===== src/rtl/ifetch_unit.sv =====
// ifetch_unit: instruction fetch sequencer driving the PC register, imem req/ack and decode valid/ready.
// Optional misaligned-PC fault with HALT state when IFETCH_ALIGN_CHECK_EN is defined.
module ifetch_unit #(
  parameter int ADDR_W  = 32,
  parameter int DATA_W  = 32,
  parameter int PC_STEP = 4
) (
  input  logic              clk,
  input  logic              rst,
  input  logic [ADDR_W-1:0] pc_cur,
  output logic [ADDR_W-1:0] pc_next,
  input  logic              redirect_valid,
  input  logic [ADDR_W-1:0] redirect_pc,
  output logic              imem_req,
  output logic [ADDR_W-1:0] imem_addr,
  input  logic              imem_ack,
  input  logic [DATA_W-1:0] imem_rdata,
  output logic              inst_valid,
  input  logic              inst_ready,
  output logic [DATA_W-1:0] inst_data,
  output logic [ADDR_W-1:0] inst_pc,
  output logic              fault
);
`ifdef IFETCH_ALIGN_CHECK_EN
  typedef enum logic [2:0] {IDLE, FETCH, HOLD, DRAIN, HALT} state_t;
`else
  typedef enum logic [2:0] {IDLE, FETCH, HOLD, DRAIN} state_t;
`endif
  state_t state, state_nx;
  logic [ADDR_W-1:0] drain_addr;
  logic load_inst, clr_inst, save_drain, set_fault, clr_fault, misaligned;
`ifdef IFETCH_ALIGN_CHECK_EN
  assign misaligned = pc_cur[1:0] != 2'b00;
`else
  assign misaligned = 1'b0;
`endif
  always_comb begin
    state_nx   = state;
    pc_next    = pc_cur;
    imem_req   = 1'b0;
    imem_addr  = pc_cur;
    load_inst  = 1'b0;
    clr_inst   = 1'b0;
    save_drain = 1'b0;
    set_fault  = 1'b0;
    clr_fault  = 1'b0;
    case (state)
      IDLE: begin
        pc_next  = redirect_valid ? redirect_pc : pc_cur;
        state_nx = FETCH;
      end
      FETCH: begin
        if (redirect_valid) begin
          // A redirect overrides both the increment and any alignment fault.
          pc_next    = redirect_pc;
          imem_req   = !misaligned;
          save_drain = !misaligned && !imem_ack;
          state_nx   = (!misaligned && !imem_ack) ? DRAIN : FETCH;
        end else if (misaligned) begin
`ifdef IFETCH_ALIGN_CHECK_EN
          set_fault = 1'b1;
          state_nx  = HALT;
`endif
        end else begin
          imem_req  = 1'b1;
          load_inst = imem_ack;
          pc_next   = imem_ack ? pc_cur + ADDR_W'(PC_STEP) : pc_cur;
          state_nx  = imem_ack ? HOLD : FETCH;
        end
      end
      DRAIN: begin
        // Outstanding request stays asserted until memory acknowledges it.
        imem_req  = 1'b1;
        imem_addr = drain_addr;
        pc_next   = redirect_valid ? redirect_pc : pc_cur;
        state_nx  = imem_ack ? FETCH : DRAIN;
      end
      HOLD: begin
        pc_next  = redirect_valid ? redirect_pc : pc_cur;
        clr_inst = redirect_valid || inst_ready;
        state_nx = clr_inst ? FETCH : HOLD;
      end
`ifdef IFETCH_ALIGN_CHECK_EN
      HALT: begin
        pc_next   = redirect_valid ? redirect_pc : pc_cur;
        clr_fault = redirect_valid;
        state_nx  = redirect_valid ? FETCH : HALT;
      end
`endif
      default: state_nx = IDLE;
    endcase
  end
  always_ff @(posedge clk or posedge rst) begin
    if (rst) begin
      state      <= IDLE;
      inst_valid <= 1'b0;
      inst_data  <= '0;
      inst_pc    <= '0;
      drain_addr <= '0;
    end else begin
      state <= state_nx;
      if (load_inst) begin
        inst_valid <= 1'b1;
        inst_data  <= imem_rdata;
        inst_pc    <= pc_cur;
      end else if (clr_inst) begin
        inst_valid <= 1'b0;
      end
      if (save_drain) drain_addr <= pc_cur;
    end
  end
`ifdef IFETCH_ALIGN_CHECK_EN
  always_ff @(posedge clk or posedge rst) begin
    if (rst) fault <= 1'b0;
    else if (set_fault) fault <= 1'b1;
    else if (clr_fault) fault <= 1'b0;
  end
`else
  assign fault = 1'b0;
  logic unused;
  assign unused = set_fault | clr_fault;
`endif
endmodule

===== config.mk =====
export PLATFORM = sky130hd
export DESIGN_NAME = ifetch_unit
export DESIGN_NICKNAME = d
export VERILOG_FILES = /design/src/rtl/ifetch_unit.sv
export SDC_FILE = /design/constraint.sdc
export NUM_CORES = 1
export LEC_CHECK = 0
export ABC_CLOCK_PERIOD_IN_PS = 5800
export CORE_MARGIN = 2
export CORE_UTILIZATION = 40
export DETAILED_ROUTE_END_ITERATION = 7
export PLACE_DENSITY = 0.8
export SETUP_SLACK_MARGIN = 0.1
export SYNTH_ARGS = -nofsm -noshare
export SYNTH_HDL_FRONTEND = slang
export SYNTH_SLANG_ARGS = --single-unit
export TNS_END_PERCENT = 5

===== constraint.sdc =====
create_clock -name clk -period 5.8 [get_ports clk]
set_input_delay 1.16 -clock clk [delete_from_list [all_inputs] [get_ports clk]]
set_output_delay 1.16 -clock clk [all_outputs]
set_load 0.02 [all_outputs]

==> results of run 1 <==
routing by layer:
layer  track usage  vias to the layer above  wire length, um
met5             0                        -                0
met4        0.0821                        0              355
met3        0.0705                       23             1130
met2         0.399                      167             7800
met1         0.251                     2226             5980
li1              -                     2121                -
how the worst max path moves through the flow:
stage / start / endpoint / slack (ns)
2_1_floorplan: pc_cur[10] / pc_next[26] / 1.67
3_3_place_gp: pc_cur[10] / pc_next[26] / 0.60
3_5_place_dp: pc_cur[10] / pc_next[26] / 0.53
4_1_cts: pc_cur[10] / pc_next[26] / 0.53
5_1_grt: pc_cur[10] / pc_next[26] / 0.41
6_report: pc_cur[10] / pc_next[26] / 0.54
sequential cells by signal (all words and copies together), names as in the netlist:
name,flops
inst_data,32
inst_valid,1
drain_addr,32
state,2
inst_pc,32
kinds of logic after synthesis:
family,count (synthesis),synth area share
mux,124,0.267
simple gates,123,0.129
flops,99,0.475
compound gates,60,0.0717
buf+inv,41,0.0336
xor+xnor,8,0.0134
fa+ha+maj,4,0.00959
other cells,1,0.000718
cell usage in the layout (no fill, tap or decap), drive strengths merged, types with 13 or more instances in the layout:
master / instances
a31oi: 13
clkdlybuf4s50: 230
dfrtp: 99
mux2: 122
nand2: 35
nand3: 18
nor2: 21
o21ai: 22
or4: 16
worst max-delay path, stage by stage:
cell and delay [ns]:
clkdlybuf4s50_1 0.67, nand4_2 0.20, or4_1 0.70, or4_1 0.52
a31oi_1 0.20, clkdlybuf4s50_1 0.65
final cells by class:
| type | count | area, um2 |
|---|---|---|
| multi-input cells | 320 | 2570 |
| flip-flops and latches | 99 | 2480 |
| repair buffers | 237 | 2350 |
| fillers | 1088 | 4740 |
| clock inverters | 6 | 48.8 |
| well taps | 172 | 215 |
| inverters | 8 | 32.5 |
| clock buffers | 10 | 229 |
power by group:
part,switching (mW),leakage (nW),total [mW],internal (mW)
logic,0.675,1.87,1.45,0.775
registers,0.135,1.17,1.09,0.952
clock network,0.277,0.131,0.574,0.297
total,1.09,3.18,3.11,2.02
==> results.cfg, run 1 <==
[timing]
fin_tns_setup_ns = 0
rsz0062_at_grt = no
hold_ws_ns = 0.484
setup_viol = 0
tightest_slew_ns = 0.898
clock_skew_ns = 0.00454
hold_violations = 0
fin_crit_sh = 0.908
slew_violations = 0
fmax_mhz = 190
relSlewSlack = 0.399
finalCriticalPeriod_ns = 5.26
fin_ws_ns = 0.536

[layout]
stdcell_area_mm2 = 0.00793
drive_above_1_share = 0.228
diodes = 0
post-route-util = 0.626
stdcell_count = 852
syn2layout_area_growth_pct = 52.0
finalNetCount = 780

[worst_hold_path]
hold_path_depth = 2
hold_path_class = reg2reg
min_to = drain_addr[22]
hp-start = drain_addr[22]

[global_routing]
track_usage = 0.225
grt.overflow.total = 0
grt_start_max_net_pins = 51
grt_pass1_vias = 4894
antenna_found_initial = 0
grt_first_pass_wirelength_mm = 25.1

[placement]
gp_congestion = 0.815
dp_hpwl_mm = 11.2
numPortBuffers = 230
place_inst = 836
dpl_cell_area_mm2 = 0.00765
post-place-ws_ns = 0.535

[synth]
ys_seq_elements = 99
yosysMostFrequentCell = mux2_2
synthFlopType = dfrtp_1
synth.avg_cell_area_um2 = 11.3
synth.distinct_cells = 43
netlist_area_mm2 = 0.00522
async_reset_ff_frac = 1.00
yosys.area.top_type = dfrtp_1
synth-edff-count = 0
syn_inst = 460
synthTopCellsByArea = dfrtp_1 (47%), mux2_2 (26%), nand2_1 (2.5%)
yosysSeqAreaShare = 0.475
synthTopCellsByCount = mux2_2 (122), dfrtp_1 (99), nand2_1 (35)
yosys_warnings = 0
syn_nets = 565
synth_top_area_frac = 0.475

[cts]
path_clk_slew_ns = 0.07
htree_num_levels = 3
cts.repair.resized = 0
cts_setup_buffers = 0
cts_buffers = 9
cts_root_buf = clkbuf_16
insertion_delay_ns = 0.35
tritoncts = done
clock_path_buffers = 2
clock_sinks = 99
hold_buffers = 0

[power]
power_density_mw_per_mm2 = 392
ir_drop_mv = 0.239
power_leakage_nw = 3.18
p_total_mw = 3.11

[critical_path]
endpoint_kind = output port
start_kind = input pin
crit_path_max_fanout = 10
ff2ff_path_depth = 4
r2r_start = state[0]
rr_endpoint = inst_data[9]
critPathKind = in2out
critPathArrivalTime_ns = 4.10
ff2ff_setup_slack_ns = 3.48
crit_required_ns = 4.64

[route]
ant_nets = 0
avgRoutedWirePerCell_um = 17.9
avgViaCountPerCell = 5.33
vias = 4537
first_pass_iters = 4
drtIter0Drc = 176
drc_errors = 0
routed_wl_mm = 15.3

[die]
ios = 232
core-area_mm2 = 0.0127
die_w_um = 118
floorplan.initialDensity = 0.412
die_h_um = 118
dieArea_mm2 = 0.0140
rows = 41

[run_status]
status = completed

[run]
drv_cap = 0
(Power assumes the default switching activity.)
==> run 2: changes to the inputs <==
--- a/config.mk
+++ b/config.mk
@@ -7,9 +7,9 @@
 export LEC_CHECK = 0
 export ABC_CLOCK_PERIOD_IN_PS = 5800
 export CORE_MARGIN = 2
-export CORE_UTILIZATION = 40
+export CORE_UTILIZATION = 46
 export DETAILED_ROUTE_END_ITERATION = 7
-export PLACE_DENSITY = 0.8
+export PLACE_DENSITY = 0.9
 export SETUP_SLACK_MARGIN = 0.1
 export SYNTH_ARGS = -nofsm -noshare
 export SYNTH_HDL_FRONTEND = slang
==> run 2 against run 1 <==
  * Core utilization rose by 10 points
  * Total power rose by 2.2%
  * Wire length fell by 0.66%
  * Hold slack improved by 0.0096 ns
  * Flip-flop and latch count did not move
  * Cell area barely moved
  * Die area fell by 13%
  * Clock-buffer cell count did not move
  * Clock power rose by 11%
  * Largest power group unchanged
==> results.cfg, run 2 (synthesized netlist as in run 1, its figures left out) <==
[critical_path]
critPathArrivalTime_ns = 4.09
worstPathCellList = clkdlybuf4s50_1 > nand4_2 > or4_1 > or4_1 > a31oi_1 > clkdlybuf4s50_1
start_kind = input pin
worst_path_largest_cell_delay_ns = 0.71
crit_required_ns = 4.64
endpoint_kind = output port
critPathKind = in2out
cpMaxStageDelayCell = or4_1
crit_path_max_fanout = 10

[placement]
place_inst = 805
dp_hpwl_mm = 11.4
gp_congestion = 0.862
numPortBuffers = 230

[layout]
layout_commonest_cell = clkdlybuf4s50_1
fill_cells = 796
stdcell_count = 821
post-route-util = 0.726
finalNetCount = 781
syn2layout_area_growth_pct = 52.0
diodes = 0
drive_above_1_share = 0.226
final_cell_mix = clkdlybuf4s50_1 (230), mux2_2 (122), dfrtp_1 (99), nand2_1 (34), o21ai_0 (22)
reg_top3 = drain_addr: 32 flops, inst_data: 32 flops, inst_pc: 32 flops

[route]
wl_met2_mm = 7.67
wl_met3_mm = 1.34
drtIter0Drc = 229
topRoutingLayerUsed = met4
vias = 4588
routed_wl_mm = 15.2
ant_nets = 0
met1_length_mm = 5.77
drc_errors = 0
first_pass_iters = 4
avgRoutedWirePerCell_um = 18.5
avgViaCountPerCell = 5.59

[cts]
clock_path_buffers = 2
cts_buffers = 9
htree_num_levels = 3
cts.repair.resized = 0
path_clk_slew_ns = 0.07
cts_setup_buffers = 0
hold_buffers = 0
cts_root_buf = clkbuf_16
tritoncts = done
clock_sinks = 99
insertion_delay_ns = 0.33

[timing]
fin_crit_sh = 0.905
rsz0062_at_grt = no
fmax_mhz = 190
slew_violations = 0
tightest_slew_ns = 0.891
clock_skew_ns = 0.00696
relSlewSlack = 0.404
setup_viol = 0
hold_ws_ns = 0.493
fin_tns_setup_ns = 0
finalCriticalPeriod_ns = 5.25
hold_violations = 0

[power]
p_int_mw = 2.11
p_comb_frac = 0.457
p_seq_frac = 0.343
switching_share = 0.337
ir_drop_mv = 0.289
p_total_mw = 3.18
power.switching_mw = 1.07
clkPwrFrac = 0.200
power_density_mw_per_mm2 = 401
power_leakage_nw = 3.20

[run]
drv_cap = 0

[die]
rows = 38
core-area_mm2 = 0.0109
dieArea_mm2 = 0.0122
ios = 232
die_h_um = 111
floorplan.initialDensity = 0.477
die_w_um = 111

[global_routing]
grt_first_pass_wirelength_mm = 25.0
track_usage = 0.250
grt_pass1_vias = 4902
grt.overflow.total = 0
grt_start_max_net_pins = 53
antenna_found_initial = 0

[run_status]
status = completed

[worst_hold_path]
hold_path_class = reg2reg
[run 2: cell types whose count changed in the layout (fill, tap and decap cells not counted), sizes merged]
| cell | change |
|---|---|
| buf | +1 |
| bufinv | +2 |
| inv | -2 |
[run 2: final timing paths]
check	endpoint	slack, ns	cells past startpoint	start
hold reg to reg	inst_pc[15]	0.49	2	inst_pc[15]
min in group asynchronous	inst_data[9]	1.25	2	rst
hold / removal	inst_pc[15]	0.49	2	inst_pc[15]
setup reg to reg	inst_data[4]	3.47	4	state[0]
max in group asynchronous	inst_data[23]	3.46	3	rst
setup / recovery	pc_next[28]	0.55	6	pc_cur[10]
[run 2: per-layer routing]
layer | track usage | up-vias
li1 | - | 2109
met1 | 0.288 | 2228
met2 | 0.441 | 222
met3 | 0.0653 | 29
met4 | 0.103 | 0
met5 | 0 | -
[run 2: stage by stage]
step           setup slack (ns)  cell area (um2)
2_1_floorplan              1.67             5220
3_3_place_gp              0.621             7620
3_5_place_dp              0.572             7620
4_1_cts                   0.564             7940
5_1_grt                   0.472             7940
6_report                  0.549             7940
[run 2: layout make-up]
cell class | count | area, um2 | share of cell area
multi-input cells | 320 | 2570 | 0.324
well taps | 140 | 175 | 0.0221
flip-flops and latches | 99 | 2480 | 0.312
clock inverters | 6 | 88.8 | 0.0112
inverters | 8 | 32.5 | 0.00410
repair buffers | 238 | 2360 | 0.298
clock buffers | 10 | 229 | 0.0289
[run 2: worst max-delay path, delay by kind of cell]
kind	cells	cell delay, ns
and+or+nand+nor	3	1.43
buffers and inverters	2	1.32
AOI/OAI and AO/OA	1	0.18
[run 2: power groups by stage]
stage,logic (mW),clock network (mW),registers [mW]
2_1_floorplan,0.539,0,1.30
5_1_grt,1.53,0.677,1.13
6_report,1.45,0.636,1.09
3_5_place_dp,1.46,0,1.10
4_1_cts,1.47,0.648,1.09
3_3_place_gp,1.43,0,1.08
